`config.mk`:
```
export PLATFORM = sky130hd
export DESIGN_NAME = scan_mult_bist_ctrl_flat
export DESIGN_NICKNAME = d
export VERILOG_FILES = /design/src/rtl/scan_mult_bist_ctrl_if.sv /design/src/rtl/scan_mult_bist_ctrl.sv /design/src/flat_wrapper.sv
export SDC_FILE = /design/constraint.sdc
export NUM_CORES = 1
export LEC_CHECK = 0
export ABC_CLOCK_PERIOD_IN_PS = 5230
export BUFFER_PORTS_ARGS = -buffer_cell sky130_fd_sc_hd__buf_2
export CORE_MARGIN = 10
export CORE_UTILIZATION = 45
export DETAILED_ROUTE_END_ITERATION = 7
export SLEW_MARGIN = 25
export SYNTH_ARGS = -nofsm -noshare
export SYNTH_HDL_FRONTEND = slang
export SYNTH_SLANG_ARGS = --single-unit
```
`constraint.sdc`:
```
create_clock -name clk -period 5.23 [get_ports clk]
set_input_delay 0.2615 -clock clk [delete_from_list [all_inputs] [get_ports clk]]
set_output_delay 0.2615 -clock clk [all_outputs]
set_load 0.05 [all_outputs]
```
`src/rtl/scan_mult_bist_ctrl_if.sv`:
```
// Serial scan / auto-test signal bundle for scan_mult_bist_ctrl.
// The tester side drives the chain controls; the wrapper side returns status.
interface scan_mult_bist_ctrl_if;
    logic scan_in;
    logic scan_en;
    logic cap_en;
    logic start;
    logic exp_in;
    logic scan_out;
    logic busy;
    logic done;
    logic pass;

    modport master (
        output scan_in, scan_en, cap_en, start, exp_in,
        input  scan_out, busy, done, pass
    );

    modport slave (
        input  scan_in, scan_en, cap_en, start, exp_in,
        output scan_out, busy, done, pass
    );
endinterface

```
`src/rtl/scan_mult_bist_ctrl.sv`:
```
// Scan-chain test wrapper around a WxW unsigned multiplier.
// Supports manual shift/capture in IDLE and a self-sequencing load/capture/compare auto test.
module scan_mult_bist_ctrl #(
    parameter int unsigned W = 4
) (
    input  logic                 clk,
    input  logic                 rst_n,
    scan_mult_bist_ctrl_if.slave bus
);

    localparam int unsigned L  = 2 * W;
    localparam int unsigned CW = (L > 1) ? $clog2(L) : 1;

    typedef enum logic [2:0] {
        S_IDLE,
        S_SHIFT_IN,
        S_CAPTURE,
        S_SHIFT_OUT,
        S_DONE
    } state_e;

    state_e          state_q, state_d;
    logic [L-1:0]    chain_q, chain_d;
    logic [CW-1:0]   count_q, count_d;
    logic            fail_q,  fail_d;
    logic            pass_q,  pass_d;
    logic            busy_q,  busy_d;
    logic            done_q,  done_d;

    logic [L-1:0]    prod_c;
    logic [L-1:0]    shift_c;
    logic            mismatch_c;
    logic            last_c;

    // Operands are the upper and lower halves of the chain; product is full width.
    assign prod_c     = L'(chain_q[L-1:W]) * L'(chain_q[W-1:0]);
    assign shift_c    = {bus.scan_in, chain_q[L-1:1]};
    assign mismatch_c = chain_q[0] ^ bus.exp_in;
    assign last_c     = (count_q == CW'(L - 1));

    // Next-state, chain and result logic.
    always_comb begin
        state_d = state_q;
        chain_d = chain_q;
        count_d = count_q;
        fail_d  = fail_q;
        pass_d  = pass_q;

        case (state_q)
            S_IDLE: begin
                if (bus.start) begin
                    state_d = S_SHIFT_IN;
                    count_d = '0;
                    fail_d  = 1'b0;
                end else if (bus.scan_en) begin
                    chain_d = shift_c;
                end else if (bus.cap_en) begin
                    chain_d = prod_c;
                end
            end

            S_SHIFT_IN: begin
                chain_d = shift_c;
                if (last_c) begin
                    state_d = S_CAPTURE;
                    count_d = '0;
                end else begin
                    count_d = count_q + CW'(1);
                end
            end

            S_CAPTURE: begin
                chain_d = prod_c;
                state_d = S_SHIFT_OUT;
                count_d = '0;
            end

            S_SHIFT_OUT: begin
                chain_d = shift_c;
                fail_d  = fail_q | mismatch_c;
                if (last_c) begin
                    state_d = S_DONE;
                    count_d = '0;
                    pass_d  = ~(fail_q | mismatch_c);
                end else begin
                    count_d = count_q + CW'(1);
                end
            end

            S_DONE: begin
                state_d = S_IDLE;
                count_d = '0;
            end

            default: begin
                state_d = S_IDLE;
                count_d = '0;
            end
        endcase

        busy_d = (state_d == S_SHIFT_IN) || (state_d == S_CAPTURE) ||
                 (state_d == S_SHIFT_OUT);
        done_d = (state_d == S_DONE);
    end

    // State register; synchronous active-low reset overrides any sequence in flight.
    always_ff @(posedge clk) begin
        if (!rst_n) begin
            state_q <= S_IDLE;
            chain_q <= '0;
            count_q <= '0;
            fail_q  <= 1'b0;
            pass_q  <= 1'b0;
            busy_q  <= 1'b0;
            done_q  <= 1'b0;
        end else begin
            state_q <= state_d;
            chain_q <= chain_d;
            count_q <= count_d;
            fail_q  <= fail_d;
            pass_q  <= pass_d;
            busy_q  <= busy_d;
            done_q  <= done_d;
        end
    end

    assign bus.scan_out = chain_q[0];
    assign bus.busy     = busy_q;
    assign bus.done     = done_q;
    assign bus.pass     = pass_q;

    // Status flags mirror the state register and are never set together.
    a_busy_done_excl: assert property (@(posedge clk) disable iff (!rst_n)
        !(busy_q && done_q));
    a_done_one_cycle: assert property (@(posedge clk) disable iff (!rst_n)
        done_q |=> !done_q);

endmodule

```
`src/flat_wrapper.sv`:
```
// flat-port wrapper written by rule: the top's interface ports become plain ports
module scan_mult_bist_ctrl_flat 
#(
    parameter int unsigned W = 4
)
  (clk, rst_n, bus_scan_in, bus_scan_en, bus_cap_en, bus_start, bus_exp_in, bus_scan_out, bus_busy, bus_done, bus_pass);
  scan_mult_bist_ctrl_if bus_i ();
  input  logic clk;
  input  logic rst_n;
  input wire logic [$bits(bus_i.scan_in)-1:0] bus_scan_in;
  input wire logic [$bits(bus_i.scan_en)-1:0] bus_scan_en;
  input wire logic [$bits(bus_i.cap_en)-1:0] bus_cap_en;
  input wire logic [$bits(bus_i.start)-1:0] bus_start;
  input wire logic [$bits(bus_i.exp_in)-1:0] bus_exp_in;
  output wire logic [$bits(bus_i.scan_out)-1:0] bus_scan_out;
  output wire logic [$bits(bus_i.busy)-1:0] bus_busy;
  output wire logic [$bits(bus_i.done)-1:0] bus_done;
  output wire logic [$bits(bus_i.pass)-1:0] bus_pass;
  assign bus_i.scan_in = bus_scan_in;
  assign bus_i.scan_en = bus_scan_en;
  assign bus_i.cap_en = bus_cap_en;
  assign bus_i.start = bus_start;
  assign bus_i.exp_in = bus_exp_in;
  assign bus_scan_out = bus_i.scan_out;
  assign bus_busy = bus_i.busy;
  assign bus_done = bus_i.done;
  assign bus_pass = bus_i.pass;
  scan_mult_bist_ctrl #(.W(W)) u_core (.clk(clk), .rst_n(rst_n), .bus(bus_i));
endmodule
```
==> impl_metrics.ini, run 1 <==
[status]
status = finished, final reports clean

[floorplanning]
rows = 19
core-area_mm2 = 0.00278
initial_utilization_pct = 47.4
dieArea_mm2 = 0.00549
io_pins = 11
die_h_um = 74.1
dieWidth_um = 74.1

[worst_setup_path]
path_cells = nand2_1 > fa_1 > inv_1 > fa_1 > inv_1 > fa_1 > nor2b_1 > o21ai_0 > a211oi_2 > o221a_1
cpPeakStageDelay_ns = 0.57
cp_common_cell = fa_1
critPathTopFamily = adder cells
endpoint_kind = register
arrival_ns = 3.16
startpoint_type = register
cp_max_fo = 6
cp_slowest_cell = fa_1
critPathKind = register to register
crit_required_ns = 5.47
crit_buf_inv = 2

[power_and_ir_drop]
powerDensity_mw_per_mm2 = 204
pwr-share-seq_pct = 53.3
clkPwrFrac_pct = 29.8
p_leak_nw = 0.638
netSwitchingPower_mw = 0.0824
p_int_mw = 0.206
p_sw_share_pct = 28.5
combPwrFrac_pct = 16.9
ir_drop_mv = 0.243

[drt]
routed_wl_mm = 2.78
dr.pass1.iters = 4
routedWlPerCell_um = 14.7
viasPerCell = 5.65
vias = 1068
ant_nets = 0
drtIter0Drc = 77
drcViolationCount = 0

[timing]
min_period_ns = 2.92
worst_clock_skew_ns = 0.00134
hold_violations = 0
slew_violations = 0
hold_ws_ns = 0.248
rsz0062_at_grt = no
fmax_mhz = 342
worst_slew_pin_slew_ns = 0.682
tns_ns = 0
slew_headroom_pct = 54.5
min_period_over_period_pct = 55.8
finalSetupViolCount = 0

[synthesis]
ys.warnings.count = 0
synth.net_count = 173
synth-main-ff-cell = dfxtp_1
synthXorXnorAreaFrac_pct = 1.99
synthMuxAreaShare_pct = 0.760
synth.distinct_cells = 47
synth-simple-area-share_pct = 23.9
synthArstFlopShare_pct = 0
synth-seq-cells = 18
synth_compound_area_share_pct = 21.9
yosysSeqAreaShare_pct = 27.4
synth_edf_count = 0
synth_fa_ha_area_share_pct = 19.4
synth_top_family_by_area = simple AND/OR/NAND/NOR gates
syn_inst = 148
syn_area_per_cell_um2 = 8.90
synth_area_mm2 = 0.00132

[placed_design]
place_inst = 185
place_congestion = 0.852
hpwl_mm = 2.17
port_buffers = 10

[finish]
fin_util_pct = 50.9
n_antenna_cell = 0
layout.nets = 184
drive_gt1_share_pct = 14.6
final_cells = 189
syn_to_final_growth_pct = 7.41

[global_routing]
grt-ovfl-total = 0
antenna_found_initial = 0
grt_max_degree = 17
grt_pass1_vias = 1002
grt_pass1_wl_mm = 4.66
globalRouteTotalUtil_pct = 10.6

[clocking]
cts_root_buffer = clkbuf_4
clk_latency_ns = 0.29
cts_setup_buffers = 0
cts_sinks = 18
hold_buffers = 0
htree_num_levels = 1
clkTransAtPathRegs_ns = 0.10
cts_buffers = 3
cts_tree = yes
cts_resized = 0
cts.path.max_buffers = 2

[hold_path]
hold_path.class = primary input to register

[job]
drv_cap = 0
## power groups by stage
stage                     Combinational [mW]  Sequential, mW  Clock (mW)
after floorplan                       0.0372           0.155           0
after global placement                0.0479           0.156           0
after detailed placement              0.0483           0.157           0
after CTS                             0.0489           0.154      0.0899
after global routing                  0.0552           0.155      0.0944
final                                 0.0489           0.154      0.0858
## worst register-to-register path, cell delays in order, from the launching register on
cell and delay, ns:
dfxtp_1 0.43, nand2_1 0.11, fa_1 0.53, inv_1 0.06
fa_1 0.57, inv_1 0.07, fa_1 0.45, nor2b_1 0.16
o21ai_0 0.11, a211oi_2 0.18, o221a_1 0.20
## per-stage QoR
stage / power (mW) / area [µm²] / setup slack, ns
final: 0.288 / 1420 / 2.31
after global routing: 0.305 / 1420 / 2.11
after CTS: 0.292 / 1420 / 2.30
after detailed placement: 0.205 / 1380 / 2.32
after global placement: 0.204 / 1380 / 2.37
after floorplan: 0.193 / 1320 / 2.51
## layout by cell type, fill, tap and decap left out, types with 3 or more instances in the layout
cell      instances
dfxtp_1          18
inv_1             9
and2_1           12
ha_1             14
fa_1              4
nor2_1           16
o21ai_0           3
nand2_1          12
buf_2            10
o21ai_1           3
clkbuf_4          3
nor3_1            4
a311oi_1          3
a21oi_1           5
o211ai_1          3
## logic make-up after synthesis
logic type                 after synthesis
AOI/OAI and AO/OA                       36
xor gates and xnor gates                 3
adders and majority gates               18
buffers and inverters                   13
DFF                                     18
muxes                                    1
and+or+nand+nor                         59
## registers in the layout (all words and copies together), names as in the netlist
signal and flops:
u_core.count_q 3, u_core.state_q 3, u_core.bus.busy 1, u_core.fail_q 1, u_core.bus.done 1, u_core.bus.pass 1, u_core.chain_q 8
## Yosys cell counts, types with 2 or more instances
master    number  share of area [%]
dfxtp_1       18                 27
nor2_1        16                4.6
ha_1          14                 13
and2_1        12                5.7
nand2_1       12                3.4
inv_1          9                2.6
a21oi_1        5                1.9
fa_1           4                6.1
nor3_1         4                1.5
a311oi_1       3                2.0
o211ai_1       3                1.7
o21ai_0        3                1.1
o21ai_1        3                1.1
a211oi_1       2                1.1
a22oi_1        2                1.1
nand2b_1       2               0.95
nand3_1        2               0.76
nor2b_1        2               0.95
nor3b_1        2                1.1
o221a_1        2                1.7
xor2_1         2                1.3
## final timing paths
path / startpoint / end / slack [ns] / depth (start not counted)
max: u_core.chain_q[4] / u_core.chain_q[6] / 2.31 / 10
min: bus_scan_in / u_core.chain_q[7] / 0.25 / 3
max reg2reg: u_core.chain_q[4] / u_core.chain_q[6] / 2.31 / 10
min reg2reg: u_core.bus.pass / u_core.bus.pass / 0.51 / 2
## layout make-up
cell class | instances | area, µm²
fillers | 274 | 1370
flip-flops and latches | 18 | 360
well taps | 31 | 38.8
multi-input cells | 117 | 896
clock buffers | 4 | 36.3
inverters | 9 | 33.8
repair buffers | 10 | 50.0
## metal layers
| layer | vias to the layer above | share of wire [%] | GRT usage [%] | wire, µm |
|---|---|---|---|---|
| met5 | - | 0 | 0 | 0 |
| met4 | 0 | 0.83 | 2.90 | 23 |
| li1 | 543 | - | - | - |
| met3 | 4 | 3.9 | 3.86 | 109 |
| met1 | 504 | 53 | 15.7 | 1470 |
| met2 | 17 | 42 | 13.8 | 1170 |
(Power assumes the default switching activity.)
==> run 2: changes to the inputs <==
--- a/config.mk
+++ b/config.mk
@@ -5,7 +5,7 @@
 export SDC_FILE = /design/constraint.sdc
 export NUM_CORES = 1
 export LEC_CHECK = 0
-export ABC_CLOCK_PERIOD_IN_PS = 5230
+export ABC_CLOCK_PERIOD_IN_PS = 2750
 export BUFFER_PORTS_ARGS = -buffer_cell sky130_fd_sc_hd__buf_2
 export CORE_MARGIN = 10
 export CORE_UTILIZATION = 45
==> constraint.sdc (replaced) <==
create_clock -name clk -period 2.75 [get_ports clk]
set_input_delay 0.1375 -clock clk [delete_from_list [all_inputs] [get_ports clk]]
set_output_delay 0.1375 -clock clk [all_outputs]
set_load 0.05 [all_outputs]
==> impl_metrics.ini, run 2 (synthesized netlist as in run 1, its figures left out) <==
[floorplanning]
initial_utilization_pct = 47.4
dieWidth_um = 74.1
dieArea_mm2 = 0.00549
io_pins = 11
rows = 19
core-area_mm2 = 0.00278
die_h_um = 74.1

[timing]
worst_clock_skew_ns = 0.00390
rsz0062_at_grt = yes
worst_slew_pin_slew_ns = 0.637
min_period_over_period_pct = 97.5
slew_headroom_pct = 57.6
fmax_mhz = 373
hold_violations = 0
finalSetupViolCount = 0
hold_ws_ns = 0.0924
tns_ns = 0
slew_violations = 0
min_period_ns = 2.68

[worst_setup_path]
crit_required_ns = 2.98
critPathTopFamily = adder cells
path_cells = buf_4 > and2_1 > fa_1 > ha_1 > ha_4 > o21ai_1 > or3b_1 > a31o_1 > a31oi_1
cp_slowest_cell = fa_1
endpoint_kind = register
cpPeakStageDelay_ns = 0.50
critPathKind = register to register
startpoint_type = register
cp_max_fo = 5
arrival_ns = 2.92
crit_buf_inv = 1

[finish]
final_cell_mix = 16 x nor2_1, 14 x dfxtp_1, 12 x and2_1, 11 x nand2_1, 11 x ha_1
largest_reg_flops = 8
final_common_cell = nor2_1
layout.nets = 191
n_antenna_cell = 0
regMostFlops = u_core.chain_q
reg.largest.list = u_core.chain_q (8), u_core.count_q (3), u_core.state_q (3)
drive_gt1_share_pct = 24.8
syn_to_final_growth_pct = 15.6

[status]
status = finished, final reports clean

[power_and_ir_drop]
ir_drop_mv = 0.341
netSwitchingPower_mw = 0.167
pwr-share-seq_pct = 49.7
p_int_mw = 0.408
combPwrFrac_pct = 20.9
clkPwrFrac_pct = 29.4
p_leak_nw = 0.671
p_sw_share_pct = 29.0
powerDensity_mw_per_mm2 = 377

[global_routing]
grt_pass1_vias = 1116
grt_max_degree = 17
grt_pass1_wl_mm = 5.15
globalRouteTotalUtil_pct = 11.7
grt-ovfl-total = 0
antenna_found_initial = 0

[clocking]
clk_latency_ns = 0.30
cts_setup_buffers = 0
cts_tree = yes
cts_root_buffer = clkbuf_4
hold_buffers = 0
cts.path.max_buffers = 2
clkTransAtPathRegs_ns = 0.11
cts_buffers = 3
cts_sinks = 18
htree_num_levels = 1

[hold_path]
hold_path.class = primary input to register

[drt]
vias = 1106
wl_met2_mm = 1.40
drcViolationCount = 0
ant_nets = 0
highest-signal-layer = met4
wl_met1_mm = 1.41
dr.pass1.iters = 5
routed_wl_mm = 2.96
routedWlPerCell_um = 15.1
dr_wl_met3_um = 130
viasPerCell = 5.64
drtIter0Drc = 133

[placed_design]
place_congestion = 0.878
port_buffers = 10
hpwl_mm = 2.30

[job]
drv_cap = 0
## run 2: changes by cell type in the layout (fill, tap and decap cells not counted), moves of 3 or more
cell     previous run  this run
buf_4               0         7
dfxtp_1            18        14
ha_4                0         3
ha_1               14        11
dfxtp_2             0         4
## run 2: cell type report
type / count / area, µm²
Fill cell: 270 / 1260
Multi-Input combinational cell: 117 / 946
Sequential cell: 18 / 365
Timing Repair Buffer: 17 / 103
Tap cell: 31 / 38.8
Clock buffer: 4 / 36.3
Inverter: 9 / 33.8
## run 2: path summary, 6_finish.rpt
| check | start | to | slack, ns | depth (start not counted) |
|---|---|---|---|---|
| setup / recovery | u_core.chain_q[5] | u_core.chain_q[7] | 0.07 | 9 |
| hold / removal | bus_scan_in | u_core.chain_q[7] | 0.09 | 3 |
| setup reg to reg | u_core.chain_q[5] | u_core.chain_q[7] | 0.07 | 9 |
| hold reg to reg | u_core.bus.pass | u_core.bus.pass | 0.52 | 2 |
## run 2: layer usage
metal / vias to the layer above / GRT usage [%]
li1: 556 / -
met1: 530 / 14.5
met2: 18 / 18.9
met3: 2 / 3.32
met4: 0 / 4.14
met5: - / 0
## run 2: repair_timing
action / 4_1_cts / 5_1_grt
resized for setup: 5 / 7
pin swaps: 1 / 5
setup endpoints to repair: 3 / 4
gates cloned: 0 / 0
## run 2: worst register-to-register path: cells and delay by family, from the launching register on
family | cells | cell delay (ns)
AOI/OAI and AO/OA | 3 | 0.47
adders and majority gates | 3 | 1.15
and+or+nand+nor | 2 | 0.53
DFF | 1 | 0.34
buffers and inverters | 1 | 0.14
## run 2: power by group through the flow
stage	combinational, mW	sequential, mW	clock, mW
floorplan	0.0707	0.296	0
global placement	0.113	0.289	0
detailed placement	0.114	0.290	0
CTS	0.116	0.285	0.173
global route	0.135	0.288	0.184
finish	0.120	0.285	0.169
## run 2: through the flow
stage	cell area (µm²)	power, mW	util, %	worst slack [ns]	std cells
6_report	1520	0.575	54.7	0.0684	196
5_1_grt	1520	0.607	54.7	-0.0236	196
4_1_cts	1480	0.573	53.2	0.00849	196
3_5_place_dp	1430	0.404	51.5	-0.0637	192
3_3_place_gp	1430	0.402	51.5	0.00694	192
2_1_floorplan	1320	0.366	-	0.0279	148
